===== src/rtl/hex_scan_pkg.sv =====
// Shared definitions for the multiplexed hex display scanner:
// scan FSM state encoding and active-low seven-segment codes.
// Segment bit order: bit0=a, bit1=b, ... bit6=g; a 0 lights the segment.
package hex_scan_pkg;

  typedef enum logic [1:0] {
    ST_IDLE  = 2'd0,
    ST_BLANK = 2'd1,
    ST_DRIVE = 2'd2
  } state_e;

  localparam logic [6:0] SEG_BLANK = 7'h7F;

  localparam logic [6:0] SEG_HEX [16] = '{
    7'h40, 7'h79, 7'h24, 7'h30,  // 0 1 2 3
    7'h19, 7'h12, 7'h02, 7'h78,  // 4 5 6 7
    7'h00, 7'h10, 7'h08, 7'h03,  // 8 9 A b
    7'h46, 7'h21, 7'h06, 7'h0E   // C d E F
  };

endpackage


===== src/rtl/hex_seg_decoder.sv =====
// Combinational hex nibble to active-low seven-segment decoder.
module hex_seg_decoder
  import hex_scan_pkg::*;
(
  input  logic [3:0] nibble_i,
  output logic [6:0] seg_n_o
);

  assign seg_n_o = SEG_HEX[nibble_i];

endmodule


===== src/rtl/hex_scan_ctrl.sv =====
// Multiplexed hex display scan controller.
// Each digit is preceded by one dark BLANK cycle (anti-ghosting) and then
// driven for PRESCALE cycles. New values are staged in a pending register
// and only reach the display at a frame boundary (or at once while idle),
// so a frame is never shown half old, half new.
// Optional build macro: LEADING_ZERO_BLANK_EN -- darkens leading zero digits.
module hex_scan_ctrl
  import hex_scan_pkg::*;
#(
  parameter int DIGITS   = 4,
  parameter int PRESCALE = 50000
) (
  input  logic                  clock,
  input  logic                  reset,
  input  logic                  enable,
  input  logic                  wr_valid,
  input  logic [4*DIGITS-1:0]   wr_data,
  input  logic [DIGITS-1:0]     dp_in,
  output logic                  wr_ready,
  output logic [6:0]            seg_n,
  output logic                  dp_n,
  output logic [DIGITS-1:0]     an_n,
  output logic                  frame_done
);

  localparam int PW = $clog2(PRESCALE);
  localparam int IW = $clog2(DIGITS);
  localparam logic [PW-1:0] PRESC_LAST = PW'(PRESCALE - 1);
  localparam logic [IW-1:0] IDX_LAST   = IW'(DIGITS - 1);

  state_e                state_q, state_d;
  logic [PW-1:0]         presc_q, presc_d;
  logic [IW-1:0]         idx_q, idx_d;
  logic [4*DIGITS-1:0]   disp_q, disp_d;
  logic [DIGITS-1:0]     dp_q, dp_d;
  logic [4*DIGITS-1:0]   pend_q, pend_d;
  logic [DIGITS-1:0]     pend_dp_q, pend_dp_d;
  logic                  pend_vld_q, pend_vld_d;
  logic                  fdone_q, fdone_d;
  logic                  boundary;
  logic                  xfer;

  logic [3:0]            nibble;
  logic                  dp_sel;
  logic [DIGITS-1:0]     an_sel;
  logic [6:0]            dec_seg;
`ifdef LEADING_ZERO_BLANK_EN
  logic                  lzb;
`endif

  // State and datapath registers, all cleared asynchronously
  always_ff @(posedge clock or posedge reset) begin
    if (reset) begin
      state_q    <= ST_IDLE;
      presc_q    <= '0;
      idx_q      <= '0;
      disp_q     <= '0;
      dp_q       <= '0;
      pend_q     <= '0;
      pend_dp_q  <= '0;
      pend_vld_q <= 1'b0;
      fdone_q    <= 1'b0;
    end else begin
      state_q    <= state_d;
      presc_q    <= presc_d;
      idx_q      <= idx_d;
      disp_q     <= disp_d;
      dp_q       <= dp_d;
      pend_q     <= pend_d;
      pend_dp_q  <= pend_dp_d;
      pend_vld_q <= pend_vld_d;
      fdone_q    <= fdone_d;
    end
  end

  // Scan FSM: prescaler, digit index, frame boundary detection
  always_comb begin
    state_d  = state_q;
    presc_d  = presc_q;
    idx_d    = idx_q;
    fdone_d  = 1'b0;
    boundary = 1'b0;
    unique case (state_q)
      ST_IDLE: begin
        presc_d = '0;
        idx_d   = '0;
        if (enable) state_d = ST_BLANK;
      end
      ST_BLANK: state_d = ST_DRIVE;
      ST_DRIVE: begin
        if (presc_q == PRESC_LAST) begin
          presc_d  = '0;
          idx_d    = (idx_q == IDX_LAST) ? '0 : idx_q + 1'b1;
          state_d  = ST_BLANK;
          boundary = (idx_q == IDX_LAST);
          fdone_d  = (idx_q == IDX_LAST);
        end else begin
          presc_d = presc_q + 1'b1;
        end
      end
      default: state_d = ST_IDLE;
    endcase
    // Disable wins over everything; the pending/display contents survive
    if (!enable) begin
      state_d  = ST_IDLE;
      presc_d  = '0;
      idx_d    = '0;
      fdone_d  = 1'b0;
      boundary = 1'b0;
    end
  end

  // Write staging: transfer at boundary (or while idle) before accepting
  always_comb begin
    disp_d     = disp_q;
    dp_d       = dp_q;
    pend_d     = pend_q;
    pend_dp_d  = pend_dp_q;
    pend_vld_d = pend_vld_q;
    xfer       = pend_vld_q && (boundary || (state_q == ST_IDLE));
    if (xfer) begin
      disp_d     = pend_q;
      dp_d       = pend_dp_q;
      pend_vld_d = 1'b0;
    end
    // A write can only be accepted when nothing is pending, so it never
    // collides with a transfer of the same cycle
    if (wr_valid && wr_ready) begin
      pend_d     = wr_data;
      pend_dp_d  = dp_in;
      pend_vld_d = 1'b1;
    end
  end

  assign wr_ready   = ~pend_vld_q;
  assign frame_done = fdone_q;

  // Select the current digit's nibble, decimal point and anode
  always_comb begin
    nibble = 4'h0;
    dp_sel = 1'b0;
    an_sel = '0;
`ifdef LEADING_ZERO_BLANK_EN
    lzb    = 1'b0;
`endif
    for (int i = 0; i < DIGITS; i++) begin
      if (idx_q == IW'(i)) begin
        nibble    = disp_q[4*i +: 4];
        dp_sel    = dp_q[i];
        an_sel[i] = 1'b1;
`ifdef LEADING_ZERO_BLANK_EN
        if ((i > 0) && ((disp_q >> (4*i)) == '0)) lzb = 1'b1;
`endif
      end
    end
  end

  hex_seg_decoder u_dec (
    .nibble_i (nibble),
    .seg_n_o  (dec_seg)
  );

  // Output drive: dark outside DRIVE, otherwise the selected digit
  always_comb begin
    an_n  = '1;
    seg_n = SEG_BLANK;
    dp_n  = 1'b1;
    if (state_q == ST_DRIVE) begin
      an_n  = ~an_sel;
      seg_n = dec_seg;
      dp_n  = ~dp_sel;
`ifdef LEADING_ZERO_BLANK_EN
      if (lzb) seg_n = SEG_BLANK;
`endif
    end
  end

endmodule


===== config.mk =====
export PLATFORM = sky130hd
export DESIGN_NAME = hex_scan_ctrl
export DESIGN_NICKNAME = d
export VERILOG_FILES = /design/src/rtl/hex_scan_pkg.sv /design/src/rtl/hex_seg_decoder.sv /design/src/rtl/hex_scan_ctrl.sv
export SDC_FILE = /design/constraint.sdc
export NUM_CORES = 1
export LEC_CHECK = 0
export BUFFER_PORTS_ARGS = -buffer_cell sky130_fd_sc_hd__buf_2
export CORE_MARGIN = 2
export CORE_UTILIZATION = 45
export CTS_CLUSTER_DIAMETER = 50
export DETAILED_ROUTE_END_ITERATION = 16
export GPL_ROUTABILITY_DRIVEN = 0
export RECOVER_POWER = 25
export SLEW_MARGIN = 20
export SYNTH_ARGS = -nofsm -noshare
export SYNTH_HDL_FRONTEND = slang
export SYNTH_HIERARCHICAL = 1
export SYNTH_SLANG_ARGS = --single-unit
export TNS_END_PERCENT = 5

===== constraint.sdc =====
create_clock -name clock -period 4.8 [get_ports clock]
set_input_delay 0.96 -clock clock [delete_from_list [all_inputs] [get_ports clock]]
set_output_delay 0.96 -clock clock [all_outputs]
set_load 0.01 [all_outputs]

* After elaboration in Yosys (flattened, before gate mapping) *
Memory sizes are Yosys's and may differ from the RTL's.
Index checks and enable logic that the tools add are counted.

operators by class
  $add $sub $neg = 2
  shifts and indexed selects = 0
  equality and inequality tests = 8
  divide/modulo/power cells = 0
  reduce and logical (&&, ||, !) cells = 7
  mux-type cells = 32
  magnitude comparators = 1
  $mul = 0
  bitwise logic cells = 4

operator list
  kind                   count
  $mux 16                2
  $pmux 16 s2            1
  $mux 7                 3
  $mux 4                 5
  $add 16x1->16 const B  1
  $eq 16x16->1 const B   1
  $mux 1                 14
  $mux 2                 5
  $eq 2x2->1 const B     3
  $pmux 2 s3             1
  $ge 5x5->1 const B     1
  $not 4->5              1
  $eq 2x1->1 const B     2
  $logic_not 2->1        2
  $not 4->4              1
  $pmux 2 s2             1
  $ne 3x1->1 const B     1
  $ne 3x3->1 const B     1
  $add 2x1->2 const B    1
  $logic_and 1x1->1      2
  $not 1->1              2
  $reduce_and 2->1       1
  $reduce_bool 2->1      1
  $logic_or 1x1->1       1

storage, ports and cells
  logic and storage cells = 64
  memories = 1
  memory bits (writable) = 0
  memory bits (read-only) = 112
  input bits = 24
  register bits = 62
  output and inout port bits = 14
  bits in latches = 0

memory list
  name              depth  width  read ports  clocked after memory_dff  wr ports  line                  source
  (name not given)  16     7      1           0                         0         hex_seg_decoder.sv:9  assign seg_n_o = SEG_HEX[nibble_i];

* Longest topological paths before layout *
Gate-level depths: netlist of run 1.

  word-level depth = 10
  depth in mapped cells = 13
  gate-level depth less buffers = 13

* Cells and area by module *
The synthesis of run 1 kept the hierarchy.

modules (own cells, without submodules)
  module           instances  area an instance (um^2)  sequential area each (um^2)  cells an instance
  hex_scan_ctrl    1          3,081.7                  1,551.5                      265
  hex_seg_decoder  1          275.3                    0.0                          32

* Worst setup path after synthesis of run 1 *
Ideal clock, no wire load.

  kind = reg-to-output
  start = register idx_q[0]
  end = output port seg_n[3]
  arrival time = 2.794 ns
  stages on the path, launching flop included = 12
  slack = 1.046 ns
  cells stage by stage = dfrtp_1 > ha_1 > nor2b_1 > a22oi_1 > nor2_1 > a21oi_1 > o21ai_0 > inv_1 > ha_1 > inv_1 > mux4_1 > nand2b_1

on the way
  longest elaborated chain between the ends = 10
  elaborated cells on any way between the ends = 13

ends and longest elaborated chain
  element                                      line                  source
  start: declaration                           hex_scan_ctrl.sv:33   logic [IW-1:0] idx_q, idx_d;
  start signal: assignment                     hex_scan_ctrl.sv:66   idx_q <= idx_d;
  $logic_not 2->1                              hex_scan_ctrl.sv:147  if (idx_q == IW'(i)) begin
  $mux 4 (3 in a row)                          hex_scan_ctrl.sv:147
  $mux 4 *                                     hex_scan_ctrl.sv:147
  via nibble[0]                                hex_scan_ctrl.sv:43   logic [3:0] nibble;
  $not 4->5 (not written as such) *            hex_seg_decoder.sv:9
  $mem_v2 16x7 *                               n/a
  $mux 7 (not written as such) * (2 in a row)  hex_seg_decoder.sv:9
  via dec_seg[3]                               hex_scan_ctrl.sv:46   logic [6:0] dec_seg;
  $mux 7 *                                     hex_scan_ctrl.sv:168  if (state_q == ST_DRIVE) begin
  end: declaration                             hex_scan_ctrl.sv:20   output logic [6:0] seg_n,

The timed path passes the listed nets; every way through them passes the cells marked *. The select of a mux whose other input is x is not followed.

* Final worst setup path of run 1 *
Ends and elaborated chain as after synthesis.

==> tab_implementation.tex, run 1 <==
\begin{tabular}{lr}
\hline
Metric & Value \\
\hline
\multicolumn{2}{l}{\textbf{Status}} \\
Status & completed \\
\multicolumn{2}{l}{\textbf{Clock tree}} \\
CTS hold repair buffers & 0 \\
Number of gates given a new drive strength after cts & 0 \\
Maximum number of buffers from clock root to sink & 2 \\
Clock root buffer master & sky130\_fd\_sc\_hd\_\_clkbuf\_8 \\
Clock slew at the register clock pins of the worst setup and hold paths & 0.07 ns \\
Insertion delay of the later-clocked pin in the worst-skew pair & 0.34 ns \\
Clock Sinks & 62 \\
H-tree levels & 3 \\
Post-CTS setup buffer count & 0 \\
CTS tree & built \\
TritonCTS buffer count & 9 \\
\multicolumn{2}{l}{\textbf{Place}} \\
Port Buf Inserts & 37 \\
DP Worst Slack & 0.798 ns \\
Placed Area & 0.00358 sq mm \\
Sum of net half-perimeters after detailed placement & 4.64 mm \\
\multicolumn{2}{l}{\textbf{Setup path}} \\
Sequence of cells on the critical path & ha\_1, nor2b\_1, a22oi\_1, nor2\_1, a21oi\_1, o21ai\_0, inv\_1, ha\_1, inv\_1, mux4\_1, nand2b\_1, buf\_2 \\
Critical path start-end classification & register to primary output \\
Kind of cell adding the most delay to the critical path & adder cells \\
Cell with the biggest individual delay on the critical path & sky130\_fd\_sc\_hd\_\_mux4\_1 \\
Critical Path Sink Type & primary output \\
Buf+Inv Stages, Crit Path & 3 \\
Setup slack of the worst register-to-register path & 2.39 ns \\
Slowest Stage Delay on Critical Path & 0.46 ns \\
Crit path launch type & register \\
Biggest fanout along the worst timing path & 7 \\
Data required time of the critical path & 3.84 ns \\
WP data arrival & 3.48 ns \\
\multicolumn{2}{l}{\textbf{Route}} \\
Total vias in the final route & 2361 \\
DRC violations left & 0 \\
Number of antenna-violating nets in the routed design & 0 \\
DRT Wirelength & 6.66 mm \\
Routed wire length per instance & 15.2 microns \\
Via-per-instance ratio & 5.40 \\
Initial drt markers & 140 \\
Drt pass-1 iters & 4 \\
\multicolumn{2}{l}{\textbf{Logic synthesis}} \\
Most used DFF post-synth & sky130\_fd\_sc\_hd\_\_dfrtp\_1 \\
Number of synthesized flops with an enable pin & 0 \\
Synth Instances & 297 \\
Synth Net Count & 333 \\
Unique masters post-synth & 54 \\
Post-Synthesis Mean Instance Area & 11.3 sq um \\
Fraction of synthesis flops using an asynchronous set or reset pin & 100\% \\
Register bit total from synthesis & 62 \\
Synthesis warning total & 6 \\
Cell area after synthesis & 0.00336 sq mm \\
Sequential-to-total area share from yosys stat & 46.2\% \\
\multicolumn{2}{l}{\textbf{STA}} \\
Slew at the pin closest to its max-slew limit & 1.21 ns \\
Minimum period implied by the final worst setup slack & 4.44 ns \\
Post-route fraction of the period consumed by the critical path & 92.5\% \\
Max Clk Rate & 225 MHz \\
Final TNS setup & 0 ns \\
Setup repair after global routing missed its margin & no \\
Worst setup slack after layout & 0.362 ns \\
Total count of max-transition violations in the final report & 0 \\
Final Hold Fails & 0 \\
Worst max-slew margin expressed relative to the limit & 19.5\% \\
Worst Skew & 0.00597 ns \\
Setup Viol. Count Final & 0 \\
Worst hold slack after final layout & 0.475 ns \\
\multicolumn{2}{l}{\textbf{Power}} \\
Clock network fraction of total power & 27.7\% \\
P\_sw & 549 uW \\
Power density cells & 487 mW/mm\^{}2 \\
Portion of total power attributed to combinational logic & 31.0\% \\
Share of total power in sequential cells & 41.3\% \\
Max rail drop VDD & 0.246 mV \\
Switching share of total power & 29.7\% \\
LEAKAGE & 0.00173 uW \\
Cell-internal power & 1300 uW \\
\multicolumn{2}{l}{\textbf{Global route}} \\
Maximum number of pins on one net before global-route repair & 33 \\
Initial antenna violation count & 0 \\
Wire length of the first global-routing pass & 11.4 mm \\
Via count of the first global-routing pass & 2257 \\
GR Util All Layers & 17.6\% \\
GRT overflow & 0 \\
\multicolumn{2}{l}{\textbf{Die}} \\
Area of the die & 0.00817 sq mm \\
Effective utilization at floorplan & 46.3\% \\
Floorplan die width & 90.4 microns \\
DIE HEIGHT & 90.4 microns \\
Placement row count & 31 \\
Floorplan Core Area & 0.00725 sq mm \\
Number of I/O pins & 38 \\
\multicolumn{2}{l}{\textbf{Layout}} \\
Number of filler instances in the final layout & 650 \\
Fraction of final layout cells with drive strength greater than 1 & 32.8\% \\
Final cell area excluding filler cells & 0.00380 sq mm \\
Antenna diode count & 0 \\
Relative area change from synthesis to final layout & 13.2\% \\
Core Util, Final & 52.4\% \\
Net count reported at finish & 369 \\
Footprint of the flip-flops and latches & 0.00155 sq mm \\
Area of the multi-input gates & 0.00165 sq mm \\
\multicolumn{2}{l}{\textbf{Job}} \\
Max-cap violations & 0 \\
\multicolumn{2}{l}{\textbf{Hold path}} \\
Hold Crit Class & register to register \\
\hline
\end{tabular}
## cells in the mapped netlist, types with 3 or more instances
| library cell | instances | area [sq um] |
|---|---|---|
| sky130_fd_sc_hd__dfrtp_1 | 62 | 1550 |
| sky130_fd_sc_hd__nand2_1 | 25 | 93.8 |
| sky130_fd_sc_hd__mux2_2 | 21 | 236 |
| sky130_fd_sc_hd__mux2_4 | 20 | 300 |
| sky130_fd_sc_hd__nor2_1 | 17 | 63.8 |
| sky130_fd_sc_hd__o21ai_0 | 15 | 75.1 |
| sky130_fd_sc_hd__ha_1 | 12 | 150 |
| sky130_fd_sc_hd__a21oi_1 | 11 | 55.1 |
| sky130_fd_sc_hd__inv_1 | 10 | 37.5 |
| sky130_fd_sc_hd__nand3_1 | 10 | 50.1 |
| sky130_fd_sc_hd__a31oi_1 | 7 | 43.8 |
| sky130_fd_sc_hd__nand2b_1 | 7 | 43.8 |
| sky130_fd_sc_hd__buf_6 | 6 | 67.6 |
| sky130_fd_sc_hd__a22o_1 | 5 | 43.8 |
| sky130_fd_sc_hd__nand4_1 | 5 | 31.3 |
| sky130_fd_sc_hd__a22oi_1 | 4 | 30.0 |
| sky130_fd_sc_hd__clkbuf_1 | 4 | 15.0 |
| sky130_fd_sc_hd__mux2i_1 | 4 | 40.0 |
| sky130_fd_sc_hd__nor3_1 | 4 | 20.0 |
| sky130_fd_sc_hd__buf_2 | 3 | 15.0 |
| sky130_fd_sc_hd__nor2b_1 | 3 | 18.8 |
## sequential cells by signal, indices dropped and copies added (netlist names)
name and count:
disp_q 16, dp_q 4, frame_done 1, idx_q 2, pend_dp_q 4, pend_q 16, pend_vld_q 1, presc_q 16
state_q 2
## cells in the final DEF, fill, tap and decap left out, drive strengths merged, types with 6 or more instances in the layout
cell	instances
inv	11
clkbuf	9
a21oi	11
nand3	10
a22o	6
a31oi	7
nor2	18
nand2	26
o21ai	15
ha	12
dfrtp	62
nand2b	7
buf	41
mux2	41
## final timing paths
path                                         startpoint                       to  cells after the start
worst min-delay path            presc_q[15]$_DFFE_PP0P_  presc_q[15]$_DFFE_PP0P_                      1
min in group asynchronous                         reset  presc_q[15]$_DFFE_PP0P_                      2
worst max register to register   presc_q[0]$_DFFE_PP0P_   disp_q[11]$_DFFE_PP0P_                      6
max in group asynchronous                         reset   pend_vld_q$_DFFE_PP0P_                      3
worst min register to register  presc_q[15]$_DFFE_PP0P_  presc_q[15]$_DFFE_PP0P_                      1
worst max-delay path               idx_q[0]$_DFFE_PP0P_                 seg_n[3]                     12
## worst register-to-register path: stages, from the launching register on
cell	delay (ns)
sky130_fd_sc_hd__dfrtp_1	0.42
sky130_fd_sc_hd__ha_1	0.25
sky130_fd_sc_hd__and3_1	0.22
sky130_fd_sc_hd__nand4_1	0.20
sky130_fd_sc_hd__o22ai_1	0.28
sky130_fd_sc_hd__nand2_2	0.46
sky130_fd_sc_hd__mux2_4	0.46
## power by group through the flow
| stage | combinational (uW) | clock, uW | sequential (uW) |
|---|---|---|---|
| floorplan | 490 | 0 | 729 |
| global placement | 565 | 0 | 773 |
| detailed placement | 575 | 0 | 773 |
| CTS | 577 | 522 | 764 |
| global route | 636 | 547 | 782 |
| finish | 573 | 512 | 764 |
## logic make-up after synthesis
family	synth area share (%)
XOR/XNOR	0.261
buffers and inverters	4.70
AO/OA/AOI/OAI	11.0
multiplexers	18.0
flip-flops	46.2
adder cells (fa/ha/maj)	4.47
AND/OR/NAND/NOR	15.4
## layout make-up
type	count	share of cell area [%]
sequential	62	40.8
clock inverter	7	2.57
tap	99	3.26
timing repair buffer	41	5.67
clock buffer	9	3.26
inverter	10	0.988
multi-input combinational	209	43.4
## layer usage
| layer | GRT usage (%) | vias up | wire length [microns] |
|---|---|---|---|
| li1 | - | 1141 | - |
| met1 | 26.8 | 1146 | 3410 |
| met2 | 24.1 | 64 | 2800 |
| met3 | 3.67 | 10 | 351 |
| met4 | 7.69 | 0 | 99 |
| met5 | 0 | - | 0 |
## metrics by stage
| step | instances | total power (uW) |
|---|---|---|
| CTS | 437 | 1860 |
| floorplan | 297 | 1220 |
| detailed placement | 421 | 1350 |
| finish | 437 | 1850 |
| global placement | 421 | 1340 |
| global route | 437 | 1970 |
Power figures use the tool's default switching activity.
==> run 2, diff against run 1 <==
SYNTH_HIERARCHICAL = not set   (was 1)
==> run 2 against run 1 <==
  * Cell count down 3.7%
  * Synthesized cell count down 3.4%
  * Critical path type unchanged
  * First-iteration DRC count down 8.6%
  * Clock skew up 0.0037 ns
  * Critical endpoint is now seg_n[1]
  * Area after synthesis down 4.3%
  * Via count down 6.2%
  * Sequential share of layout area up 1.6 points
  * Flip-flop and latch count unchanged
==> tab_implementation.tex, run 2 <==
\begin{tabular}{lr}
\hline
Metric & Value \\
\hline
\multicolumn{2}{l}{\textbf{Die}} \\
Number of I/O pins & 38 (unchanged) \\
DIE HEIGHT & 88.5 microns (-2.1\%) \\
Placement row count & 30 (-3.2\%) \\
Area of the die & 0.00783 sq mm (-4.1\%) \\
Effective utilization at floorplan & 46.8\% (+0.49 points) \\
Floorplan die width & 88.5 microns (-2.1\%) \\
Floorplan Core Area & 0.00687 sq mm (-5.3\%) \\
\multicolumn{2}{l}{\textbf{Clock tree}} \\
CTS hold repair buffers & 0 (unchanged) \\
Clock root buffer master & sky130\_fd\_sc\_hd\_\_clkbuf\_8 \\
Post-CTS setup buffer count & 0 (unchanged) \\
Clock Sinks & 62 (unchanged) \\
CTS tree & built \\
TritonCTS buffer count & 9 (unchanged) \\
Insertion delay of the later-clocked pin in the worst-skew pair & 0.35 ns (about the same) \\
Clock slew at the register clock pins of the worst setup and hold paths & 0.07 ns (about the same) \\
Maximum number of buffers from clock root to sink & 2 (unchanged) \\
Number of gates given a new drive strength after cts & 0 (unchanged) \\
H-tree levels & 3 (unchanged) \\
\multicolumn{2}{l}{\textbf{Route}} \\
DRT Wirelength & 6.13 mm (-8.0\%) \\
Total vias in the final route & 2215 (-6.2\%) \\
Drt pass-1 iters & 4 (unchanged) \\
Initial drt markers & 128 (-8.6\%) \\
DRC violations left & 0 (unchanged) \\
Number of antenna-violating nets in the routed design & 0 (unchanged) \\
Routed wire length per instance & 14.6 microns (-4.5\%) \\
Via-per-instance ratio & 5.26 (-2.6\%) \\
\multicolumn{2}{l}{\textbf{Logic synthesis}} \\
Post-synthesis share of cell area spent on and, or, nand and nor gates & 14.8\% (-0.67 points) \\
Synth Instances & 287 (-3.4\%) \\
Portion of netlist area occupied by mux cells & 15.9\% (-2.1 points) \\
Top cells by area, synth & sky130\_fd\_sc\_hd\_\_dfrtp\_1, sky130\_fd\_sc\_hd\_\_mux2\_2, sky130\_fd\_sc\_hd\_\_ha\_1 \\
Compound-cell area share of the yosys netlist & 12.0\% (+1.0 points) \\
Largest family of logic cells by synthesized area & multiplexers \\
Most used DFF post-synth & sky130\_fd\_sc\_hd\_\_dfrtp\_1 \\
Unique masters post-synth & 50 (-7.4\%) \\
Ranking of synthesized cells by instance count & sky130\_fd\_sc\_hd\_\_dfrtp\_1, sky130\_fd\_sc\_hd\_\_mux2\_2, sky130\_fd\_sc\_hd\_\_nand2\_1, sky130\_fd\_sc\_hd\_\_o21ai\_0, sky130\_fd\_sc\_hd\_\_ha\_1 \\
Post-Synth XOR/XNOR Area & 0\% (-0.26 points) \\
Number of synthesized flops with an enable pin & 0 (unchanged) \\
Synth Area in Adders & 4.28\% (-0.19 points) \\
Sequential-to-total area share from yosys stat & 48.3\% (+2.1 points) \\
Post-Synthesis Mean Instance Area & 11.2 sq um (-0.95\%) \\
Library cell with the largest summed area after synthesis & sky130\_fd\_sc\_hd\_\_dfrtp\_1 \\
Synthesis warning total & 0 (-6) \\
Register bit total from synthesis & 62 (unchanged) \\
Portion of synthesized cell area occupied by the leading cell type & 48.3\% (+2.1 points) \\
Most numerous cell in the Yosys netlist & sky130\_fd\_sc\_hd\_\_dfrtp\_1 \\
Cell area after synthesis & 0.00321 sq mm (-4.3\%) \\
Fraction of synthesis flops using an asynchronous set or reset pin & 100\% (unchanged) \\
Synth Net Count & 322 (-3.3\%) \\
\multicolumn{2}{l}{\textbf{Place}} \\
Sum of net half-perimeters after detailed placement & 4.24 mm (-8.6\%) \\
Port Buf Inserts & 37 (unchanged) \\
Placed Area & 0.00343 sq mm (-4.2\%) \\
\multicolumn{2}{l}{\textbf{Hold path}} \\
Hold Crit Class & register to register \\
Hold-critical path depth & 1 (unchanged) \\
Startpoint of the tightest hold check path & pend\_dp\_q[0]\$\_DFFE\_PP0P\_ \\
Endpoint of the worst hold-timing path & dp\_q[0]\$\_DFFE\_PP0P\_ \\
\multicolumn{2}{l}{\textbf{Setup path}} \\
Data required time of the critical path & 3.84 ns (about the same) \\
Start of the worst register-to-register path & state\_q[1]\$\_DFFE\_PP0P\_ \\
Crit path launch type & register \\
FF-to-FF End & disp\_q[5]\$\_DFFE\_PP0P\_ \\
Setup slack of the worst register-to-register path & 2.07 ns (-0.32 ns) \\
WP data arrival & 2.71 ns (-0.77 ns) \\
Critical Path Sink Type & primary output \\
Biggest fanout along the worst timing path & 17 (+10) \\
Number of cells traversed by the worst register-to-register path & 5 (-1) \\
Critical path start-end classification & register to primary output \\
\multicolumn{2}{l}{\textbf{Power}} \\
LEAKAGE & 0.00164 uW (-5.3\%) \\
Final Total Pwr & 1730 uW (-6.4\%) \\
Power density cells & 474 mW/mm\^{}2 (-2.7\%) \\
Max rail drop VDD & 0.226 mV (-8.0\%) \\
\multicolumn{2}{l}{\textbf{Layout}} \\
Largest registers ranked by flip-flop count & disp\_q (16), pend\_q (16), presc\_q (16) \\
Net count reported at finish & 355 (-3.8\%) \\
Antenna diode count & 0 (unchanged) \\
Number of filler instances in the final layout & 626 (-3.7\%) \\
Fraction of final layout cells with drive strength greater than 1 & 29.2\% (-3.6 points) \\
Leading cell types in the layout, fill and taps excluded & sky130\_fd\_sc\_hd\_\_dfrtp\_1, sky130\_fd\_sc\_hd\_\_buf\_2, sky130\_fd\_sc\_hd\_\_mux2\_2 \\
Relative area change from synthesis to final layout & 13.7\% \\
Final cell area excluding filler cells & 0.00365 sq mm (-3.8\%) \\
Leading cell type in the layout, fill and taps excluded & sky130\_fd\_sc\_hd\_\_dfrtp\_1 \\
\multicolumn{2}{l}{\textbf{STA}} \\
Max Clk Rate & 273 MHz (+21\%) \\
Worst Skew & 0.00968 ns (+0.00371 ns) \\
Worst max-slew margin expressed relative to the limit & 10.4\% (-9.1 points) \\
Setup repair after global routing missed its margin & no \\
Post-route fraction of the period consumed by the critical path & 76.4\% (-16 points) \\
Worst hold slack after final layout & 0.486 ns (+0.0112 ns) \\
Slew at the pin closest to its max-slew limit & 1.34 ns (+0.136 ns) \\
Minimum period implied by the final worst setup slack & 3.67 ns (-0.768 ns) \\
Final TNS setup & 0 ns (unchanged) \\
Total count of max-transition violations in the final report & 0 (unchanged) \\
Final Hold Fails & 0 (unchanged) \\
Setup Viol. Count Final & 0 (unchanged) \\
\multicolumn{2}{l}{\textbf{Global route}} \\
Maximum number of pins on one net before global-route repair & 37 (+12\%) \\
Via count of the first global-routing pass & 2151 (-4.7\%) \\
GRT overflow & 0 (unchanged) \\
Wire length of the first global-routing pass & 10.5 mm (-7.9\%) \\
GR Util All Layers & 17.9\% (+0.24 points) \\
Initial antenna violation count & 0 (unchanged) \\
\multicolumn{2}{l}{\textbf{Status}} \\
Status & completed \\
\multicolumn{2}{l}{\textbf{Job}} \\
Max-cap violations & 0 (unchanged) \\
\hline
\end{tabular}
## run 2: worst max-delay path by stage
stage	from	end	slack [ns]	cells past startpoint
5_1_grt	idx_q[0]$_DFFE_PP0P_	seg_n[3]	0.86	10
6_report	idx_q[0]$_DFFE_PP0P_	seg_n[1]	1.13	8
3_3_place_gp	idx_q[0]$_DFFE_PP0P_	seg_n[1]	1.58	8
2_1_floorplan	idx_q[0]$_DFFE_PP0P_	seg_n[1]	1.82	8
4_1_cts	idx_q[0]$_DFFE_PP0P_	seg_n[1]	1.13	8
3_5_place_dp	idx_q[0]$_DFFE_PP0P_	seg_n[1]	1.51	8
## run 2: power breakdown
group	switching, uW	leakage, uW	total (uW)	internal [uW]
sequential	86.6	0.000771	752	665
clock	214	0.000107	510	296
combinational	231	0.000759	469	238
total	532	0.00164	1730	1200
## run 2: worst max-delay path, cell delays in order, from the launching register on
cell                       delay (ns)
sky130_fd_sc_hd__dfrtp_1         0.42
sky130_fd_sc_hd__ha_1            0.54
sky130_fd_sc_hd__a211oi_1        0.10
sky130_fd_sc_hd__a211oi_1        0.34
sky130_fd_sc_hd__buf_4           0.24
sky130_fd_sc_hd__nand2b_1        0.19
sky130_fd_sc_hd__inv_1           0.06
sky130_fd_sc_hd__a221o_1         0.33
sky130_fd_sc_hd__buf_2           0.14
## run 2: metrics by stage
step / util (%) / setup slack, ns / std cells
finish: 53.2 / 1.13 / 421
global route: 53.2 / 0.861 / 421
CTS: 53.1 / 1.13 / 421
detailed placement: 49.9 / 1.51 / 405
global placement: 49.9 / 1.58 / 405
floorplan: - / 1.82 / 287
## run 2: cell families (layout without fill, tap and decap cells)
group | after synthesis | in the layout
flops | 62 | 62
mux | 46 | 46
fa+ha+maj | 11 | 11
compound gates | 58 | 58
simple gates | 82 | 82
buf+inv | 28 | 66
## run 2: cell type report
type                       count  area [sq um]  share of cell area [%]
clock inverter                 6          93.8                    2.57
tap                           96           120                    3.29
inverter                      10          37.5                    1.03
clock buffer                  10           128                    3.49
multi-input combinational    197          1520                    41.5
sequential                    62          1550                    42.5
timing repair buffer          40           208                    5.68
## run 2: layer usage
layer,track usage (%),up-vias,share of wire (%)
met4,10.6,0,3.4
met2,21.4,42,39
met1,28.6,1049,54
li1,-,1107,-
met5,0,-,0
met3,4.01,17,3.8
==> run 3, diff against run 2 <==
ABC_AREA = 1   (was not set)
clock period = 3.4 ns   (was 4.8 ns; I/O delays follow)
==> run 3 against run 2 <==
  * Highest routed layer unchanged
  * Combinational power up 43%
  * Routed wire length up 11%
  * Largest cell class is now multi-input combinational cells
  * Non-clock buffer count down 1
  * Synthesized cell count up 41%
==> tab_implementation.tex, run 3 <==
\begin{tabular}{lr}
\hline
Metric & Value \\
\hline
\multicolumn{2}{l}{\textbf{STA}} \\
Setup Viol. Count Final & 0 (unchanged) \\
Max Clk Rate & 316 MHz \\
Total count of max-transition violations in the final report & 0 (unchanged) \\
Worst max-slew margin expressed relative to the limit & 31.9\% (+22 points) \\
Worst setup slack after layout & 0.231 ns (-0.900 ns) \\
Minimum period implied by the final worst setup slack & 3.17 ns \\
Final TNS setup & 0 ns (unchanged) \\
Final Hold Fails & 0 (unchanged) \\
Worst Skew & 0.00701 ns (-0.00266 ns) \\
Post-route fraction of the period consumed by the critical path & 93.2\% \\
Worst hold slack after final layout & 0.456 ns (-0.0297 ns) \\
Slew at the pin closest to its max-slew limit & 1.02 ns (-0.322 ns) \\
\multicolumn{2}{l}{\textbf{Power}} \\
LEAKAGE & 0.00183 uW (+12\%) \\
P\_sw & 811 uW (+53\%) \\
Share of total power in sequential cells & 45.1\% (+1.7 points) \\
Max rail drop VDD & 0.343 mV (+52\%) \\
Switching share of total power & 34.6\% (+3.8 points) \\
Cell-internal power & 1530 uW (+28\%) \\
Portion of total power attributed to combinational logic & 28.5\% (+1.4 points) \\
Power density cells & 620 mW/mm\^{}2 (+31\%) \\
Final Total Pwr & 2350 uW (+36\%) \\
Clock network fraction of total power & 26.4\% (-3.1 points) \\
\multicolumn{2}{l}{\textbf{Layout}} \\
Relative area change from synthesis to final layout & 13.3\% \\
Fraction of final layout cells with drive strength greater than 1 & 20.7\% (-8.5 points) \\
Antenna diode count & 0 (unchanged) \\
Leading cell types in the layout, fill and taps excluded & sky130\_fd\_sc\_hd\_\_nand2\_1, sky130\_fd\_sc\_hd\_\_dfrtp\_1, sky130\_fd\_sc\_hd\_\_nand3\_1 \\
Net count reported at finish & 479 (+35\%) \\
Core Util, Final & 52.4\% (-0.78 points) \\
Leading cell type in the layout, fill and taps excluded & sky130\_fd\_sc\_hd\_\_nand2\_1 \\
Largest registers ranked by flip-flop count & disp\_q (16), pend\_q (16), presc\_q (16) \\
Number of filler instances in the final layout & 730 (+17\%) \\
\multicolumn{2}{l}{\textbf{Logic synthesis}} \\
Library cell with the largest summed area after synthesis & sky130\_fd\_sc\_hd\_\_dfrtp\_1 \\
Ranking of synthesized cells by instance count & sky130\_fd\_sc\_hd\_\_nand2\_1, sky130\_fd\_sc\_hd\_\_dfrtp\_1, sky130\_fd\_sc\_hd\_\_nand3\_1, sky130\_fd\_sc\_hd\_\_nor2\_1, sky130\_fd\_sc\_hd\_\_inv\_1 \\
Most numerous cell in the Yosys netlist & sky130\_fd\_sc\_hd\_\_nand2\_1 \\
Synth Instances & 404 (+41\%) \\
Cell area after synthesis & 0.00334 sq mm (+3.9\%) \\
Top cells by area, synth & sky130\_fd\_sc\_hd\_\_dfrtp\_1, sky130\_fd\_sc\_hd\_\_nand2\_1, sky130\_fd\_sc\_hd\_\_nand3\_1 \\
Register bit total from synthesis & 62 (unchanged) \\
Post-Synthesis Mean Instance Area & 8.26 sq um (-26\%) \\
Most used DFF post-synth & sky130\_fd\_sc\_hd\_\_dfrtp\_1 \\
Sequential-to-total area share from yosys stat & 46.5\% (-1.8 points) \\
Number of synthesized flops with an enable pin & 0 (unchanged) \\
Unique masters post-synth & 32 (-36\%) \\
Fraction of synthesis flops using an asynchronous set or reset pin & 100\% (unchanged) \\
Synth Net Count & 439 (+36\%) \\
Portion of synthesized cell area occupied by the leading cell type & 46.5\% (-1.8 points) \\
Synthesis warning total & 0 (unchanged) \\
\multicolumn{2}{l}{\textbf{Die}} \\
Floorplan Core Area & 0.00721 sq mm (+5.0\%) \\
Area of the die & 0.00812 sq mm (+3.7\%) \\
Floorplan die width & 90.1 microns (+1.8\%) \\
DIE HEIGHT & 90.1 microns (+1.8\%) \\
Number of I/O pins & 38 (unchanged) \\
Effective utilization at floorplan & 46.3\% (-0.52 points) \\
Placement row count & 31 (+3.3\%) \\
\multicolumn{2}{l}{\textbf{Hold path}} \\
Hold Crit Class & input pin to asynchronous set/reset pin \\
\multicolumn{2}{l}{\textbf{Clock tree}} \\
Post-CTS setup buffer count & 0 (unchanged) \\
Clock Sinks & 62 (unchanged) \\
Clock root buffer master & sky130\_fd\_sc\_hd\_\_clkbuf\_8 \\
Clock slew at the register clock pins of the worst setup and hold paths & 0.07 ns (about the same) \\
TritonCTS buffer count & 9 (unchanged) \\
CTS tree & built \\
Maximum number of buffers from clock root to sink & 2 (unchanged) \\
Insertion delay of the later-clocked pin in the worst-skew pair & 0.34 ns (about the same) \\
H-tree levels & 3 (unchanged) \\
\multicolumn{2}{l}{\textbf{Setup path}} \\
Data required time of the critical path & 2.72 ns (-1.12 ns) \\
Cell with the biggest individual delay on the critical path & sky130\_fd\_sc\_hd\_\_dfrtp\_1 \\
WP data arrival & 2.49 ns (-0.22 ns) \\
Critical Path Sink Type & primary output \\
Sequence of cells on the critical path & inv\_1, ha\_1, inv\_2, nor2\_1, nor2\_1, a21boi\_2, inv\_1, ha\_1, nand2\_1, nand2\_1, nand2\_1, nand3\_1, buf\_2 \\
Critical path start-end classification & register to primary output \\
Most frequent cell on the critical path & sky130\_fd\_sc\_hd\_\_nand2\_1 \\
Slowest Stage Delay on Critical Path & 0.41 ns (-0.13 ns) \\
Crit path launch type & register \\
Biggest fanout along the worst timing path & 7 (-10) \\
\multicolumn{2}{l}{\textbf{Route}} \\
DRC violations left & 0 (unchanged) \\
DRT Wirelength & 6.79 mm (+11\%) \\
Number of antenna-violating nets in the routed design & 0 (unchanged) \\
Routed wire length per instance & 12.4 microns (-15\%) \\
Initial drt markers & 92 (-28\%) \\
Drt pass-1 iters & 4 (unchanged) \\
Total vias in the final route & 2724 (+23\%) \\
Via-per-instance ratio & 4.97 (-5.5\%) \\
\multicolumn{2}{l}{\textbf{Status}} \\
Status & completed \\
\multicolumn{2}{l}{\textbf{Place}} \\
Port Buf Inserts & 37 (unchanged) \\
Sum of net half-perimeters after detailed placement & 5.04 mm (+19\%) \\
DP Worst Slack & 0.460 ns (-1.05 ns) \\
\multicolumn{2}{l}{\textbf{Global route}} \\
Maximum number of pins on one net before global-route repair & 43 (+16\%) \\
GRT overflow & 0 (unchanged) \\
GR Util All Layers & 18.3\% (+0.42 points) \\
Wire length of the first global-routing pass & 12.2 mm (+16\%) \\
Initial antenna violation count & 0 (unchanged) \\
Via count of the first global-routing pass & 2689 (+25\%) \\
\multicolumn{2}{l}{\textbf{Job}} \\
Max-cap violations & 0 (unchanged) \\
\hline
\end{tabular}
run 3: cell count changes after synthesis, moves of 6 or more:
cell,delta
sky130_fd_sc_hd__nand2_1,+96
sky130_fd_sc_hd__nand3_1,+44
sky130_fd_sc_hd__nor2_1,+23
sky130_fd_sc_hd__inv_1,+22
sky130_fd_sc_hd__mux2_2,-12
sky130_fd_sc_hd__mux2_1,-8
sky130_fd_sc_hd__o21ai_0,-8
sky130_fd_sc_hd__a31oi_1,-7
sky130_fd_sc_hd__nand2_2,+7
sky130_fd_sc_hd__mux2i_1,-6
sky130_fd_sc_hd__nor2b_1,-6
run 3: repair_timing:
item,4_1_cts,5_1_grt
gates resized for setup,0,1
setup endpoints to repair,0,7
hold buffers,0,0
run 3: layout make-up:
| class | count | area (sq um) | area share, % |
|---|---|---|---|
| tap | 99 | 124 | 3.28 |
| timing repair buffer | 39 | 198 | 5.23 |
| inverter | 37 | 139 | 3.67 |
| sequential | 62 | 1550 | 41.0 |
| clock buffer | 10 | 128 | 3.38 |
| multi-input combinational | 295 | 1580 | 41.8 |
| clock inverter | 6 | 62.6 | 1.65 |
run 3: worst paths after layout:
check / from / slack, ns / depth (start not counted) / to
worst max-delay path: idx_q[0]$_DFFE_PP0P_ / 0.23 / 13 / seg_n[3]
worst min-delay path: reset / 0.46 / 2 / pend_dp_q[2]$_DFFE_PP0P_
worst max register to register: idx_q[1]$_DFFE_PP0P_ / 1.46 / 8 / disp_q[5]$_DFFE_PP0P_
worst min register to register: state_q[1]$_DFFE_PP0P_ / 0.47 / 1 / state_q[1]$_DFFE_PP0P_
max in group asynchronous: reset / 1.48 / 3 / disp_q[2]$_DFFE_PP0P_
min in group clock: state_q[1]$_DFFE_PP0P_ / 0.47 / 1 / state_q[1]$_DFFE_PP0P_
run 3: kinds of logic (layout without fill, tap and decap cells):
group,after synthesis,after routing,share of synthesized area [%]
flops,62,62,46.5
fa+ha+maj,11,11,4.12
xor+xnor,5,5,1.31
simple gates,236,236,31.1
buf+inv,47,92,6.30
mux,20,20,6.75
compound gates,23,23,3.94
run 3: routing by layer:
layer	track usage [%]	wire length [microns]
met1	24.5	3250
met2	29.0	3140
met3	5.20	275
met4	5.51	129
met5	0	0
run 3: power groups by stage:
stage,sequential [uW],clock [uW],combinational [uW]
global placement,1070,0,663
global route,1080,672,781
detailed placement,1070,0,672
CTS,1060,638,675
finish,1060,619,669
floorplan,1020,0,543
run 3: through the flow:
step,cell area [sq um],instances
after detailed placement,3590,532
after global routing,3780,548
after floorplan,3340,404
final,3780,548
after global placement,3590,532
after CTS,3780,548
run 3: worst max-delay path, delay by kind of cell (launching register included):
kind / cells / cell delay (ns)
compound gates: 1 / 0.29
fa+ha+maj: 2 / 0.53
buf+inv: 4 / 0.49
flops: 1 / 0.41
simple gates: 6 / 0.42
